`src/rtl/mpi_pkg.sv`:
```
`default_nettype none
// ============================================================================
// Module   : mpi_pkg
// Brief    : Shared types and constants for the MPI bus-cycle engine.
// Revision : 1.0 - initial release
// ============================================================================
package mpi_pkg;

  typedef enum logic [3:0] {
    IDLE  = 4'd0,
    ADDR  = 4'd1,
    ASYNC = 4'd2,
    DATA  = 4'd3,
    WRPLY = 4'd4,
    TERM  = 4'd5,
    END   = 4'd6,
    GRANT = 4'd7,
    DMA   = 4'd8
  } mpi_state_t;

  localparam logic [1:0] DATI  = 2'd0;
  localparam logic [1:0] DATO  = 2'd1;
  localparam logic [1:0] DATOB = 2'd2;

  localparam int c_tmo_def = 64;

  function automatic logic [1:0] cycle_kind(input logic we, input logic bsel);
    if (!we)
      return DATI;
    else if (bsel)
      return DATOB;
    else
      return DATO;
  endfunction

endpackage
`default_nettype wire

```
`src/rtl/mpi_tmo_cnt.sv`:
```
`default_nettype none
// ============================================================================
// Module   : mpi_tmo_cnt
// Brief    : Saturating timeout counter with clear/enable and a programmable
//            expiry limit; shared by the reply-wait and release-wait phases.
// Revision : 1.0 - initial release
// ============================================================================
module mpi_tmo_cnt #(
  parameter int W = 7
) (
  input  logic         clk,
  input  logic         rst,
  input  logic         clr,
  input  logic         en,
  input  logic [W-1:0] lim,
  output logic         expired
);

  logic [W-1:0] r_cnt;

  always_ff @(posedge clk or posedge rst) begin
    if (rst)
      r_cnt <= '0;
    else if (clr)
      r_cnt <= '0;
    else if (en && (r_cnt != '1))
      r_cnt <= r_cnt + 1'b1;
  end

  // Fires on the cycle whose increment would bring the count past lim
  assign expired = en && (r_cnt >= lim);

endmodule
`default_nettype wire

```
`src/rtl/mpi_bus_master.sv`:
```
`default_nettype none
// ============================================================================
// Module   : mpi_bus_master
// Brief    : MPI (Q-bus style) DATI/DATO/DATOB bus-cycle master with RPLY
//            timeout. Optional DMA grant arbiter enabled by MPI_DMA_EN.
// Revision : 1.0 - initial release
// ============================================================================
module mpi_bus_master
  import mpi_pkg::*;
#(
  parameter int AW     = 16,
  parameter int DW     = 16,
  parameter int TMO    = c_tmo_def,
  parameter int ASETUP = 1
) (
  input  logic          clk,
  input  logic          rst,
  input  logic          req,
  input  logic          we,
  input  logic          bsel,
  input  logic [AW-1:0] addr,
  input  logic [DW-1:0] wdata,
  output logic          ack,
  output logic          err,
  output logic [DW-1:0] rdata,
  output logic          busy,
  output logic [AW-1:0] ad_o,
  output logic          ad_oe,
  input  logic [AW-1:0] ad_i,
  output logic          sync,
  output logic          din,
  output logic          dout,
  output logic          wtbt,
  input  logic          rply,
  input  logic          dmr,
  input  logic          sack,
  output logic          dmgo
);

  localparam int              c_cw    = $clog2(TMO) + 1;
  localparam int              c_sw    = (ASETUP > 1) ? $clog2(ASETUP) : 1;
  localparam logic [c_cw-1:0] c_lim   = c_cw'(TMO - 2);
  localparam logic [c_sw-1:0] c_slast = c_sw'(ASETUP - 1);

  mpi_state_t      r_state, w_next;
  logic [1:0]      r_kind;
  logic [AW-1:0]   r_addr;
  logic [DW-1:0]   r_wdata;
  logic [DW-1:0]   r_rdata;
  logic            r_err;
  logic [c_sw-1:0] r_scnt;

  logic            w_we, w_byte, w_exp, w_clr, w_en, w_dmr_idle;
  logic [AW-1:0]   w_wdata_ext;
  logic [DW-1:0]   w_ad_lo;

  assign w_we   = (r_kind != DATI);
  assign w_byte = (r_kind == DATOB);

  if (AW > DW) begin : g_ad_wide
    logic w_unused_adhi;
    assign w_wdata_ext   = {{(AW-DW){1'b0}}, r_wdata};
    assign w_unused_adhi = ^ad_i[AW-1:DW];
  end else begin : g_ad_same
    assign w_wdata_ext = r_wdata;
  end
  assign w_ad_lo = ad_i[DW-1:0];

`ifdef MPI_DMA_EN
  assign w_dmr_idle = dmr;
`else
  logic w_unused_dma;
  assign w_dmr_idle   = 1'b0;
  assign w_unused_dma = dmr ^ sack;
`endif

  // Counter restarts on entry to WRPLY and again on entry to TERM
  assign w_clr = (r_state == DATA) || ((r_state == WRPLY) && (rply || w_exp));
  assign w_en  = (r_state == WRPLY) || (r_state == TERM);

  mpi_tmo_cnt #(.W(c_cw)) u_tmo (
    .clk     (clk),
    .rst     (rst),
    .clr     (w_clr),
    .en      (w_en),
    .lim     (c_lim),
    .expired (w_exp)
  );

  always_ff @(posedge clk or posedge rst) begin
    if (rst)
      r_state <= IDLE;
    else
      r_state <= w_next;
  end

  always_comb begin
    w_next = r_state;
    ad_o   = '0;
    ad_oe  = 1'b0;
    sync   = 1'b0;
    din    = 1'b0;
    dout   = 1'b0;
    wtbt   = 1'b0;
    ack    = 1'b0;
    err    = 1'b0;
    dmgo   = 1'b0;
    busy   = (r_state != IDLE);
    case (r_state)
      IDLE: begin
        if (w_dmr_idle)
          w_next = GRANT;
        else if (req)
          w_next = ADDR;
      end
      ADDR: begin
        ad_o  = r_addr;
        ad_oe = 1'b1;
        wtbt  = w_we;
        if (r_scnt == c_slast)
          w_next = ASYNC;
      end
      ASYNC: begin
        ad_o   = r_addr;
        ad_oe  = 1'b1;
        wtbt   = w_we;
        sync   = 1'b1;
        w_next = DATA;
      end
      DATA: begin
        sync   = 1'b1;
        w_next = WRPLY;
        if (w_we) begin
          ad_o  = w_wdata_ext;
          ad_oe = 1'b1;
          wtbt  = w_byte;
          dout  = 1'b1;
        end
      end
      WRPLY: begin
        sync = 1'b1;
        if (w_we) begin
          ad_o  = w_wdata_ext;
          ad_oe = 1'b1;
          wtbt  = w_byte;
          dout  = 1'b1;
        end else begin
          din = 1'b1;
        end
        if (rply || w_exp)
          w_next = TERM;
      end
      TERM: begin
        sync = 1'b1;
        if (!rply || w_exp)
          w_next = END;
      end
      END: begin
        ack    = 1'b1;
        err    = r_err;
        w_next = IDLE;
      end
`ifdef MPI_DMA_EN
      GRANT: begin
        dmgo = 1'b1;
        if (sack)
          w_next = DMA;
        else if (!dmr)
          w_next = IDLE;
      end
      DMA: begin
        if (!sack)
          w_next = IDLE;
      end
`endif
      default: w_next = IDLE;
    endcase
  end

  always_ff @(posedge clk or posedge rst) begin
    if (rst) begin
      r_kind  <= DATI;
      r_addr  <= '0;
      r_wdata <= '0;
      r_rdata <= '0;
      r_err   <= 1'b0;
      r_scnt  <= '0;
    end else begin
      case (r_state)
        IDLE: begin
          if (w_next == ADDR) begin
            r_kind  <= cycle_kind(we, bsel);
            r_addr  <= addr;
            r_wdata <= wdata;
            r_err   <= 1'b0;
            r_scnt  <= '0;
          end
        end
        ADDR:  r_scnt <= r_scnt + 1'b1;
        WRPLY: begin
          if (rply) begin
            if (!w_we)
              r_rdata <= w_ad_lo;
          end else if (w_exp) begin
            r_err <= 1'b1;
          end
        end
        TERM: begin
          if (rply && w_exp)
            r_err <= 1'b1;
        end
        default: ;
      endcase
    end
  end

  assign rdata = r_rdata;

endmodule
`default_nettype wire

```
`config.mk`:
```
export PLATFORM = sky130hd
export DESIGN_NAME = mpi_bus_master
export DESIGN_NICKNAME = d
export VERILOG_FILES = /design/src/rtl/mpi_pkg.sv /design/src/rtl/mpi_tmo_cnt.sv /design/src/rtl/mpi_bus_master.sv
export SDC_FILE = /design/constraint.sdc
export NUM_CORES = 1
export LEC_CHECK = 0
export BUFFER_PORTS_ARGS = -buffer_cell sky130_fd_sc_hd__clkbuf_2
export CORE_ASPECT_RATIO = 1.4
export CORE_UTILIZATION = 51
export DETAILED_ROUTE_END_ITERATION = 8
export PLACE_DENSITY_LB_ADDON = 0.12
export SLEW_MARGIN = 30
export SYNTH_ARGS = -nofsm -noshare
export SYNTH_HDL_FRONTEND = slang
export SYNTH_HIERARCHICAL = 1
export SYNTH_SLANG_ARGS = --single-unit
```
`constraint.sdc`:
```
create_clock -name clk -period 3.49 [get_ports clk]
set_clock_uncertainty 0.1 [all_clocks]
set_input_delay 0.1745 -clock clk [delete_from_list [all_inputs] [get_ports clk]]
set_output_delay 0.1745 -clock clk [all_outputs]
set_load 0.1 [all_outputs]
```
## After elaboration in Yosys (flattened, before gate mapping)

Index checks and enable logic that the tools add are counted.

- Output and inout bits: 41
- Register bits after elaboration: 63
- Logic and storage cells: 74
- Input bits: 56

- Reductions and logical operators: 22
- Add/sub/neg operators: 2
- Equal/unequal tests: 13
- $lt $le $gt $ge: 1
- Muxes and demuxes: 27
- Bitwise logic cells: 1

Operators by type and width:

| cell | count |
|---|---|
| 16-bit one-hot mux with 2 select lines | 1 |
| 4-bit one-hot mux with 6 select lines | 1 |
| 16-bit 2-to-1 mux | 1 |
| 4-bit 2-to-1 mux | 4 |
| 7-bit 2-to-1 mux | 2 |
| 4-bit by 3-bit equality test with 1-bit output, second input constant | 3 |
| 1-bit 2-to-1 mux | 12 |
| 4-bit by 1-bit equality test with 1-bit output, second input constant | 2 |
| 4-bit by 2-bit equality test with 1-bit output, second input constant | 2 |
| 7-bit by 1-bit adder with 7-bit output, second input constant | 1 |
| 7-bit by 6-bit greater-or-equal comparator with 1-bit output, second input constant | 1 |
| 7-bit != test, second input constant | 1 |
| 2-bit != test, second input constant | 3 |
| 1-bit one-hot mux with 2 select lines | 3 |
| 2-bit nonzero test | 3 |
| 5-bit AND reduction | 1 |
| 1-bit logical AND | 4 |
| 4-bit zero test | 1 |
| 1-bit logical OR | 4 |
| 2-bit 2-to-1 mux | 2 |
| 2-bit AND reduction | 2 |
| 4-bit nonzero test | 1 |
| 2-bit OR reduction | 2 |
| 4-bit OR reduction | 1 |
| other kinds (8) | 8 |

## Longest topological paths before layout

Gate-level depths: netlist (run 1).

- Depth in word-level cells: 9
- Gate-level depth with buffers: 12
- Gate-level depth less buffers: 10

## By module

The synthesis (run 1) kept the hierarchy.

By module, submodules not included:

| module | times used | area each (sq um) | cells each | sequential area each (sq um) |
|---|---|---|---|---|
| mpi_bus_master | 1 | 2517.4 | 184 | 1401.3 |
| mpi_tmo_cnt | 1 | 589.3 | 61 | 175.2 |

## Worst setup path after synthesis (run 1)

Ideal clock, no wire load.

- Path type: reg-to-output
- Start point: register r_state[2]
- End point: output err
- Arrival: 4654 ps
- Cell stages (with the launch flop): 4
- Setup slack: -1438 ps
- Cell sequence: dfrtp_1 clkbuf_1 nor4bb_1 and2_1

- Cells in the longest elaborated chain, start to end: 2

Ends and longest elaborated chain:

| what | line | text |
|---|---|---|
| from (decl) | mpi_bus_master.sv:45 | `mpi_state_t r_state, w_next;` |
| from (signal assigned) | mpi_bus_master.sv:94 | `r_state <= w_next;` |
| 4-bit by 3-bit equality test with 1-bit output | mpi_bus_master.sv:109 | `case (r_state)` |
| 1-bit 2-to-1 mux | mpi_bus_master.sv:109 |  |
| to (decl) | mpi_bus_master.sv:24 | `output logic err,` |

No other way between the ends.

## Worst setup path after layout (run 1)

- Start point: register r_state[1]
- End point: register u_tmo.r_cnt[1]

- Cells in the longest elaborated chain, start to end: 7
- Elaborated cells on any way between the ends: 11
- Those cells by class: eq/ne (3); mux (1); reduce/logical (7)

Ends and longest elaborated chain:

| what | line | text |
|---|---|---|
| 4-bit by 3-bit equality test with 1-bit output | mpi_bus_master.sv:79 | `assign w_en = (r_state == WRPLY) \|\| (r_state == TERM);` |
| 1-bit logical OR (*) | mpi_bus_master.sv:79 |  |
| via w_en | mpi_bus_master.sv:53 | `logic w_we, w_byte, w_exp, w_clr, w_en, w_dmr_idle;` |
| 1-bit logical AND (*) | mpi_tmo_cnt.sv:31 | `assign expired = en && (r_cnt >= lim);` |
| via w_exp | mpi_bus_master.sv:53 |  |
| 1-bit logical OR (*) | mpi_bus_master.sv:78 | `assign w_clr = (r_state == DATA) \|\| ((r_state == WRPLY) && (rply \|\| w_exp));` |
| 1-bit logical AND (*) | mpi_bus_master.sv:78 |  |
| 1-bit logical OR (*) | mpi_bus_master.sv:78 |  |
| via w_clr | mpi_bus_master.sv:53 |  |
| 7-bit 2-to-1 mux / 2-bit nonzero test (equally long branches) | n/a |  |
| to (signal assigned) | mpi_tmo_cnt.sv:27 | `r_cnt <= r_cnt + 1'b1;` |
| to (decl) | mpi_tmo_cnt.sv:19 | `logic [W-1:0] r_cnt;` |

Mark *: on every way through the listed nets, which the timed path passes. The rest lies on a longest branch.
A chain may end at the register's enable or synchronous reset.

==> summary.md, run 1 <==
| Metric | Value |
|---|---|
| Status | `completed` |
| Die Wd | `68.0 µm` |
| First-pass GRT wire length | `12000 µm` |
| Register area share after synthesis | `0.507` |
| Cells on worst reg2reg path | `12` |
| Initial antenna violation count | `0` |
| Wire per inst | `15.3 µm` |
| H-tree depth | `3` |
| Endpoints failing hold | `0` |
| Std cell rows | `33` |
| Syn_area_per_cell | `12.7 µm²` |
| Core ar. | `5860 µm²` |
| # IOs | `97` |
| Period utilisation layout | `0.801` |
| Mux cell area share after synthesis | `0.184` |
| Kind of start point of the critical path | `register` |
| Clk buf depth | `2` |
| # diodes | `0` |
| Clk_lat worst skew | `340 ps` |
| Main flop type after synthesis | `dfrtp_1` |
| Upper clock frequency limit | `358 MHz` |
| CTS tree | `yes` |
| Clock root buffer | `clkbuf_8` |
| Peak supply drop | `419 µV` |
| #FFs+latches synth | `63` |
| Reg clk slew, reported paths | `70 ps` |
| Tmin final | `2800 ps` |
| Yosys top cell area share | `0.507` |
| R2r setup slk | `690 ps` |
| Worst-margin pin slew | `829 ps` |
| Hold WC Path Type | `in -> reg` |
| P per Cell Area | `632 nW/µm²` |
| Synth Area in Adders | `0.0322` |
| Largest family of logic cells by synthesized area | `multiplexers` |
| Utilization after layout | `0.753` |
| Post-synth ARST share | `1.00` |
| Gates resized, CTS repair | `0` |
| Vias per cell | `5.33` |
| Synth top area cells | `dfrtp_1 (51%), mux2_1 (17%), a22o_1 (4.8%), ha_1 (3.2%), inv_1 (1.4%)` |
| Most frequent cells in the layout | `clkbuf_2 (93), dfrtp_1 (63), dlygate4sd3_1 (52)` |
| Hold Path Stages | `2` |
| Vias in the first global route | `2658` |
| Area growth, synth to finish | `42.1%` |
| CTS sink cnt | `63` |
| Grt total ovfl | `0` |
| Initial Utilization | `0.530` |
| Antenna-violating nets left | `0` |
| Yosys top cell by area | `dfrtp_1` |
| DRC | `0` |
| Unique masters post-synth | `52` |
| Synth Area in Compound Gates | `0.124` |
| Synth warn | `6` |
| Total track usage | `0.254` |
| Crit path max fanout | `13` |
| Commonest non-fill, non-tap cell in the layout | `clkbuf_2` |
| Unrepaired setup endpoints after global routing | `false` |
| Req. time, crit path | `3590 ps` |
| WHS Endpoint | `r_err` |
| XOR/XNOR Fraction of Synth Area | `0.00564` |
| Layout cells sized above 1 | `0.320` |
| Via Count | `2555` |
| Final Max Slew Viols | `0` |
| Drt total wl | `7340 µm` |
| Placed cell area | `3690 µm²` |
| Rel. slew slack | `0.446` |
| RR Endpoint | `u_tmo/r_cnt[1]` |
| Drt first pass iters | `4` |
| Cts bufs inserted | `9` |
| Worst hold path startpoint | `req` |
| DP HPWL | `4610 µm` |
| Final setup vio count | `0` |
| Cells after synthesis | `245` |
| Post-synth EDFFs | `0` |
| R2r startpoint | `r_state[1]` |
| Post-CTS Setup Inserts | `0` |
| Simple-gate portion of the synthesized area | `0.104` |
| Nets | `468` |
| Port Buffer Count | `93` |
| Setup TNS | `0 ps` |
| Worst setup EP type | `register` |
| Largest net degree at the start of global routing | `39` |
| Die height | `94.4 µm` |
| Max cap viols | `0` |
| Synthesized area | `3110 µm²` |
| Die ar. | `6410 µm²` |
| GPL Wtd Cong | `0.746` |
| DRT iter0 DRCs | `66` |
| WP data arrival | `2890 ps` |
| Critical path type | `reg -> reg` |
| Leak Pwr | `2.24 nW` |
| Hold buffers post-CTS | `52` |
| Final Cell Area | `4420 µm²` |
==> worst max-delay path, stage by stage, from the launching register on <==
cell and delay [ps]:
dfrtp_1 530, nor3b_1 260, buf_4 220, and3_1 190, o2111ai_1 100, o21ai_0 160
buf_4 150, o211ai_1 90, a21oi_1 280, buf_4 230, nor2b_1 70, a31oi_1 150
o311ai_0 140
==> cell usage after synthesis (2+ instances only) <==
master	n
buf_4	3
buf_2	6
and3_2	2
and3_1	2
ha_1	8
nor2_1	7
a211oi_1	3
nor3b_1	4
o21ai_0	2
nand2_1	4
nand2b_1	6
a31oi_1	6
dfrtp_1	63
xnor2_1	2
conb_1	2
and2_1	2
nand3_2	2
a22o_1	17
nor2b_1	2
a311o_1	2
inv_1	12
mux2_1	48
a21oi_1	6
nor4_1	2
buf_6	2
a21o_1	2
mux2i_1	3
==> logic make-up after synthesis <==
group           Yosys count
compound gates           48
simple gates             46
flops                    63
other cells               2
xor+xnor                  2
mux                      51
fa+ha+maj                 8
buf+inv                  25
==> state kept, by name, summed over array words and instances, names as in the netlist <==
name,flops
r_state,4
rdata,16
r_err,1
r_addr,16
r_kind,2
u_tmo/r_cnt,7
r_wdata,16
r_scnt,1
==> metrics by stage <==
step	total power [mW]	hold WS, ps	instances	worst slack [ps]
floorplan	1.91	-122	252	490
global placement	2.07	26.4	411	768
detailed placement	2.09	34.9	411	743
CTS	2.80	13.1	479	711
global route	2.92	16.2	479	367
finish	2.79	20.6	479	694
==> power breakdown <==
part           switching (mW)  leakage (nW)  internal, mW
clock                   0.272         0.109         0.386
combinational           0.775          1.34         0.306
sequential              0.125         0.795         0.926
==> layout make-up <==
class / instances / area, µm²
clock inverter: 3 / 40.0
tap: 70 / 87.6
multi-input combinational: 164 / 1440
clock buffer: 13 / 169
sequential: 63 / 1580
inverter: 12 / 45.0
fill: 429 / 1450
timing repair buffer: 154 / 1050
==> metal layers <==
layer	global-route usage	wire length [µm]
met1	0.277	2840
met2	0.460	4060
met3	0.0374	254
met4	0.128	180
met5	0	0
==> worst max path at each step <==
stage,from,endpoint,cells after the start
CTS,r_state[1],u_tmo/r_cnt[1],12
finish,r_state[1],u_tmo/r_cnt[1],12
floorplan,r_state[2],err,3
global placement,r_state[1],u_tmo/r_cnt[0],11
detailed placement,r_state[1],u_tmo/r_cnt[0],11
global route,r_state[1],u_tmo/r_cnt[1],12
No activity file was read; power rests on OpenSTA's default activity.
==> run 2, diff against run 1 <==
- CORE_UTILIZATION: 51 -> 46
- clock period: 3.49 -> 2.53 ns (I/O delays scaled with it)
==> summary.md, run 2 (synthesized netlist as in run 1, its figures left out) <==
| Metric | Value |
|---|---|
| Upper clock frequency limit | `408 MHz` |
| DP HPWL | `4670 µm` |
| Std cell rows | `35` |
| Slowest CP cell | `or3b_1` |
| Crit path max fanout | `18` |
| Initial Utilization | `0.473` |
| Drt first pass iters | `4` |
| Die ar. | `7090 µm²` |
| Utilization after layout | `0.730` |
| Status | `completed` |
| Commonest non-fill, non-tap cell in the layout | `clkbuf_2` |
| FILL cells | `452` |
| Final Cell Area | `4800 µm²` |
| Period utilisation layout | `0.970` |
| Antenna-violating nets left | `0` |
| CP delay by family, top | `buffers and inverters` |
| P per Cell Area | `851 nW/µm²` |
| Clk buf depth | `2` |
| Unrepaired setup endpoints after global routing | `true` |
| Nets | `475` |
| Kind of start point of the critical path | `register` |
| Hold Path Stages | `4` |
| Endpoints failing hold | `0` |
| DRC | `0` |
| Vias per cell | `5.08` |
| M3 GR Usage | `0.0415` |
| Worst hold path startpoint | `rply` |
| GPL Wtd Cong | `0.786` |
| Grt met1 use | `0.254` |
| WHS Endpoint | `r_state[1]` |
| Drt total wl | `7320 µm` |
| Clock root buffer | `clkbuf_8` |
| Clk_lat worst skew | `340 ps` |
| RR Endpoint | `u_tmo/r_cnt[0]` |
| Cts bufs inserted | `9` |
| First-pass GRT wire length | `12200 µm` |
| Most frequent cells in the layout | `clkbuf_2 (75), dfrtp_1 (62), dlygate4sd3_1 (53)` |
| Via Count | `2489` |
| Placed Cells | `418` |
| Area growth, synth to finish | `54.4%` |
| Peak supply drop | `513 µV` |
| Initial antenna violation count | `0` |
| Non-Filler Instances | `490` |
| Core ar. | `6570 µm²` |
| Die height | `99.2 µm` |
| # diodes | `0` |
| Port Buffer Count | `93` |
| Hold slack final | `129 ps` |
| WP data arrival | `2230 ps` |
| Req. time, crit path | `2300 ps` |
| Worst path max stage delay | `430 ps` |
| Worst setup EP type | `output pin` |
| Vias in the first global route | `2590` |
| Final Max Slew Viols | `0` |
| Grt total ovfl | `0` |
| Reg clk slew, reported paths | `70 ps` |
| R2r startpoint | `u_tmo/r_cnt[6]` |
| Wire per inst | `14.9 µm` |
| CP Cell Sequence | `buf_4 > or3b_1 > a211oi_4 > buf_6 > a22o_1 > buf_12` |
| CTS tree | `yes` |
| DRT iter0 DRCs | `109` |
| PnR Total Power | `4.08 mW` |
| Rel. slew slack | `0.629` |
| Total track usage | `0.224` |
| # IOs | `97` |
| Placed cell area | `4030 µm²` |
| CTS sink cnt | `63` |
| CP startpoint | `r_state[1]` |
| Layout cells sized above 1 | `0.344` |
| Final setup vio count | `0` |
| Busiest grt layer | `met2` |
| Buffer and inverter count on the worst path | `3` |
| Critical path type | `reg -> out` |
| H-tree depth | `3` |
| Die Wd | `71.5 µm` |
| Worst-margin pin slew | `558 ps` |
| R2r setup slk | `180 ps` |
| Leak Pwr | `2.35 nW` |
| Hold WC Path Type | `in -> reg` |
| Largest net degree at the start of global routing | `36` |
| Tmin final | `2450 ps` |
| Cells on worst reg2reg path | `10` |
| Max cap viols | `0` |
| Met2 Use GR | `0.412` |
run 2: changes by cell type in the layout (fill, tap and decap cells not counted), sizes merged:
cell / delta
buf: +24
bufinv: +1
clkbuf: -21
clkinvlp: +2
dlygate4sd3: +1
run 2: stage by stage:
step / TNS, ps / worst slack [ps]
final: 0 / 77.1
after global routing: -11.3 / -11.3
after CTS: 0 / 10.3
after detailed placement: 0 / 110
after global placement: 0 / 166
after floorplan: -1.04 / -1.04
run 2: layout make-up:
type,count,area (µm²),area share
repair buffers,161,1400,0.291
multi-input cells,164,1470,0.307
well taps,74,92.6,0.0193
inverters,12,45.0,0.00939
flip-flops and latches,63,1580,0.329
clock inverters,6,85.1,0.0177
clock buffers,10,128,0.0266
run 2: how the worst max path moves through the flow:
| stage | endpoint | slack, ps | cells past startpoint |
|---|---|---|---|
| CTS | ad_o[4] | 10 | 6 |
| floorplan | u_tmo/r_cnt[0] | -1 | 12 |
| global placement | u_tmo/r_cnt[0] | 170 | 10 |
| finish | ad_o[4] | 80 | 6 |
| detailed placement | u_tmo/r_cnt[0] | 110 | 10 |
| global route | ad_o[4] | -10 | 6 |
run 2: what timing repair did:
item,4_1_cts,5_1_grt
buffers inserted,0,3
gates resized for setup,0,2
endpoints found under the setup margin,0,18
hold endpoints to repair,79,0
hold buffers,53,0
run 2: worst min-delay path: stages:
cell,delay (ps)
clkbuf_2,140
nand3b_1,100
a31oi_1,80
nor2_1,80
run 2: metal layers:
metal	vias up	part of all wire
met2	65	0.54
li1	1226	-
met3	9	0.042
met5	-	0
met4	0	0.013
met1	1189	0.41
run 2: power by group:
| part | total [mW] | internal (mW) | switching (mW) |
|---|---|---|---|
| logic | 1.70 | 0.590 | 1.11 |
| clock network | 0.943 | 0.551 | 0.392 |
| registers | 1.44 | 1.28 | 0.162 |
==> run 3, diff against run 2 <==
--- a/config.mk
+++ b/config.mk
@@ -11,5 +11,5 @@
 export DETAILED_ROUTE_END_ITERATION = 8
 export PLACE_DENSITY_LB_ADDON = 0.12
-export SLEW_MARGIN = 30
+export SLEW_MARGIN = 20
 export SYNTH_ARGS = -nofsm -noshare
 export SYNTH_HDL_FRONTEND = slang
==> constraint.sdc (replaced) <==
create_clock -name clk -period 2.53 [get_ports clk]
set_clock_uncertainty 0.1 [all_clocks]
set_input_delay 0.253 -clock clk [delete_from_list [all_inputs] [get_ports clk]]
set_output_delay 0.253 -clock clk [all_outputs]
set_load 0.1 [all_outputs]
==> summary.md, run 3 (synthesized netlist as in run 1, its figures left out) <==
| Metric | Value |
|---|---|
| WP data arrival | `2150 ps` |
| Clk_lat worst skew | `340 ps` |
| Initial antenna violation count | `0` |
| CTS sink cnt | `63` |
| Largest net degree at the start of global routing | `47` |
| Final Cell Area | `4470 µm²` |
| Area growth, synth to finish | `43.9%` |
| Placed Cells | `419` |
| Nets | `431` |
| Endpoints failing hold | `0` |
| Drt total wl | `6860 µm` |
| Placed cell area | `4040 µm²` |
| DRT iter0 DRCs | `110` |
| Vias in the first global route | `2483` |
| DRC | `0` |
| Critical path type | `reg -> out` |
| Layout cells sized above 1 | `0.454` |
| Final Max Slew Viols | `0` |
| # diodes | `0` |
| Initial Utilization | `0.473` |
| First-pass GRT wire length | `11600 µm` |
| Commonest non-fill, non-tap cell in the layout | `clkbuf_2` |
| Leak Pwr | `2.23 nW` |
| Cts bufs inserted | `9` |
| Slowest CP cell | `dfrtp_1` |
| Port Buffer Count | `93` |
| Setup TNS | `0 ps` |
| Grt total ovfl | `0` |
| P per Cell Area | `927 nW/µm²` |
| FILL cells | `513` |
| H-tree depth | `3` |
| Period utilisation layout | `0.991` |
| Upper clock frequency limit | `399 MHz` |
| Unrepaired setup endpoints after global routing | `true` |
| DP HPWL | `4770 µm` |
| Hold WC Path Type | `in -> reg` |
| Peak supply drop | `527 µV` |
| Clk buf depth | `2` |
| Non-Filler Instances | `446` |
| Drt first pass iters | `4` |
| Rel. slew slack | `0.619` |
| Worst path max stage delay | `400 ps` |
| Antenna-violating nets left | `0` |
| Status | `completed` |
| Clock root buffer | `clkbuf_8` |
| Worst-margin pin slew | `572 ps` |
| # IOs | `97` |
| Crit path max fanout | `9` |
| Most frequent cells in the layout | `clkbuf_2 (73), dfrtp_1 (62), mux2_1 (48)` |
| Reg clk slew, reported paths | `80 ps` |
| CTS tree | `yes` |
| Max cap viols | `0` |
| Die height | `99.2 µm` |
| CP Cell Sequence | `buf_6 > or3b_4 > a211oi_4 > bufbuf_16 > a22o_2 > buf_12` |
| GPL Wtd Cong | `0.793` |
| Tmin final | `2510 ps` |
| Std cell rows | `35` |
| Core ar. | `6570 µm²` |
| Cells on worst reg2reg path | `10` |
| Vias per cell | `5.32` |
| Worst setup EP type | `output pin` |
| Req. time, crit path | `2180 ps` |
| Die Wd | `71.5 µm` |
| Hold Path Stages | `2` |
| Total track usage | `0.215` |
| Die ar. | `7090 µm²` |
| Wire per inst | `15.4 µm` |
| Via Count | `2371` |
| Final setup vio count | `0` |
| Kind of start point of the critical path | `register` |
run 3: cell type report:
| cell class | instances | area, µm² | area share |
|---|---|---|---|
| clock buffers | 10 | 138 | 0.0308 |
| clock inverters | 6 | 92.6 | 0.0207 |
| inverters | 12 | 45.0 | 0.0101 |
| multi-input cells | 164 | 1530 | 0.343 |
| flip-flops and latches | 63 | 1580 | 0.353 |
| well taps | 74 | 92.6 | 0.0207 |
| repair buffers | 117 | 992 | 0.222 |
run 3: worst paths after layout:
kind / startpoint / end / slack (ps)
worst max-delay path: r_state[1] / ad_o[5] / 20
worst min-delay path: ad_i[12] / rdata[12] / 10
worst max register to register: r_state[1] / u_tmo/r_cnt[0] / 130
worst min register to register: rdata[8] / rdata[8] / 390
max in group asynchronous: rst / rdata[14] / 1200
min in group asynchronous: rst / r_err / 290
run 3: routing by layer:
| layer | GRT usage | vias up | share of wire |
|---|---|---|---|
| met5 | 0 | - | 0 |
| met4 | 0.0860 | 0 | 0.020 |
| met3 | 0.0415 | 10 | 0.038 |
| met2 | 0.382 | 63 | 0.52 |
| met1 | 0.253 | 1157 | 0.42 |
| li1 | - | 1141 | - |
run 3: repair_timing:
| item | 4_1_cts | 5_1_grt |
|---|---|---|
| gates resized for setup | 9 | 7 |
| pin swaps | 4 | 6 |
| endpoints found under the setup margin | 17 | 18 |
| setup buffers | 6 | 2 |
| hold buffers | 1 | 0 |
| hold endpoints to repair | 17 | 0 |
| cloned | 2 | 0 |
run 3: critical path, delay by kind of cell, from the launching register on:
kind	cells	cell delay (ps)
compound gates	2	410
simple gates	1	370
flops	1	400
buf+inv	3	620
run 3: power by group:
group          internal (mW)  switching (mW)  total [mW]
clock network          0.586           0.419        1.01
logic                  0.586            1.11        1.70
registers               1.28           0.161        1.44
total                   2.45            1.69        4.14
run 3: metrics by stage:
step / setup slack, ps / utilization / power [mW] / hold slack, ps
2_1_floorplan: -77.1 / - / 2.65 / -43.6
3_3_place_gp: 156 / 0.615 / 3.07 / 103
3_5_place_dp: 77.6 / 0.615 / 3.11 / 108
4_1_cts: -13.5 / 0.675 / 4.17 / 6.83
5_1_grt: -26.4 / 0.681 / 4.34 / 9.63
6_report: 23.8 / 0.681 / 4.14 / 14.3
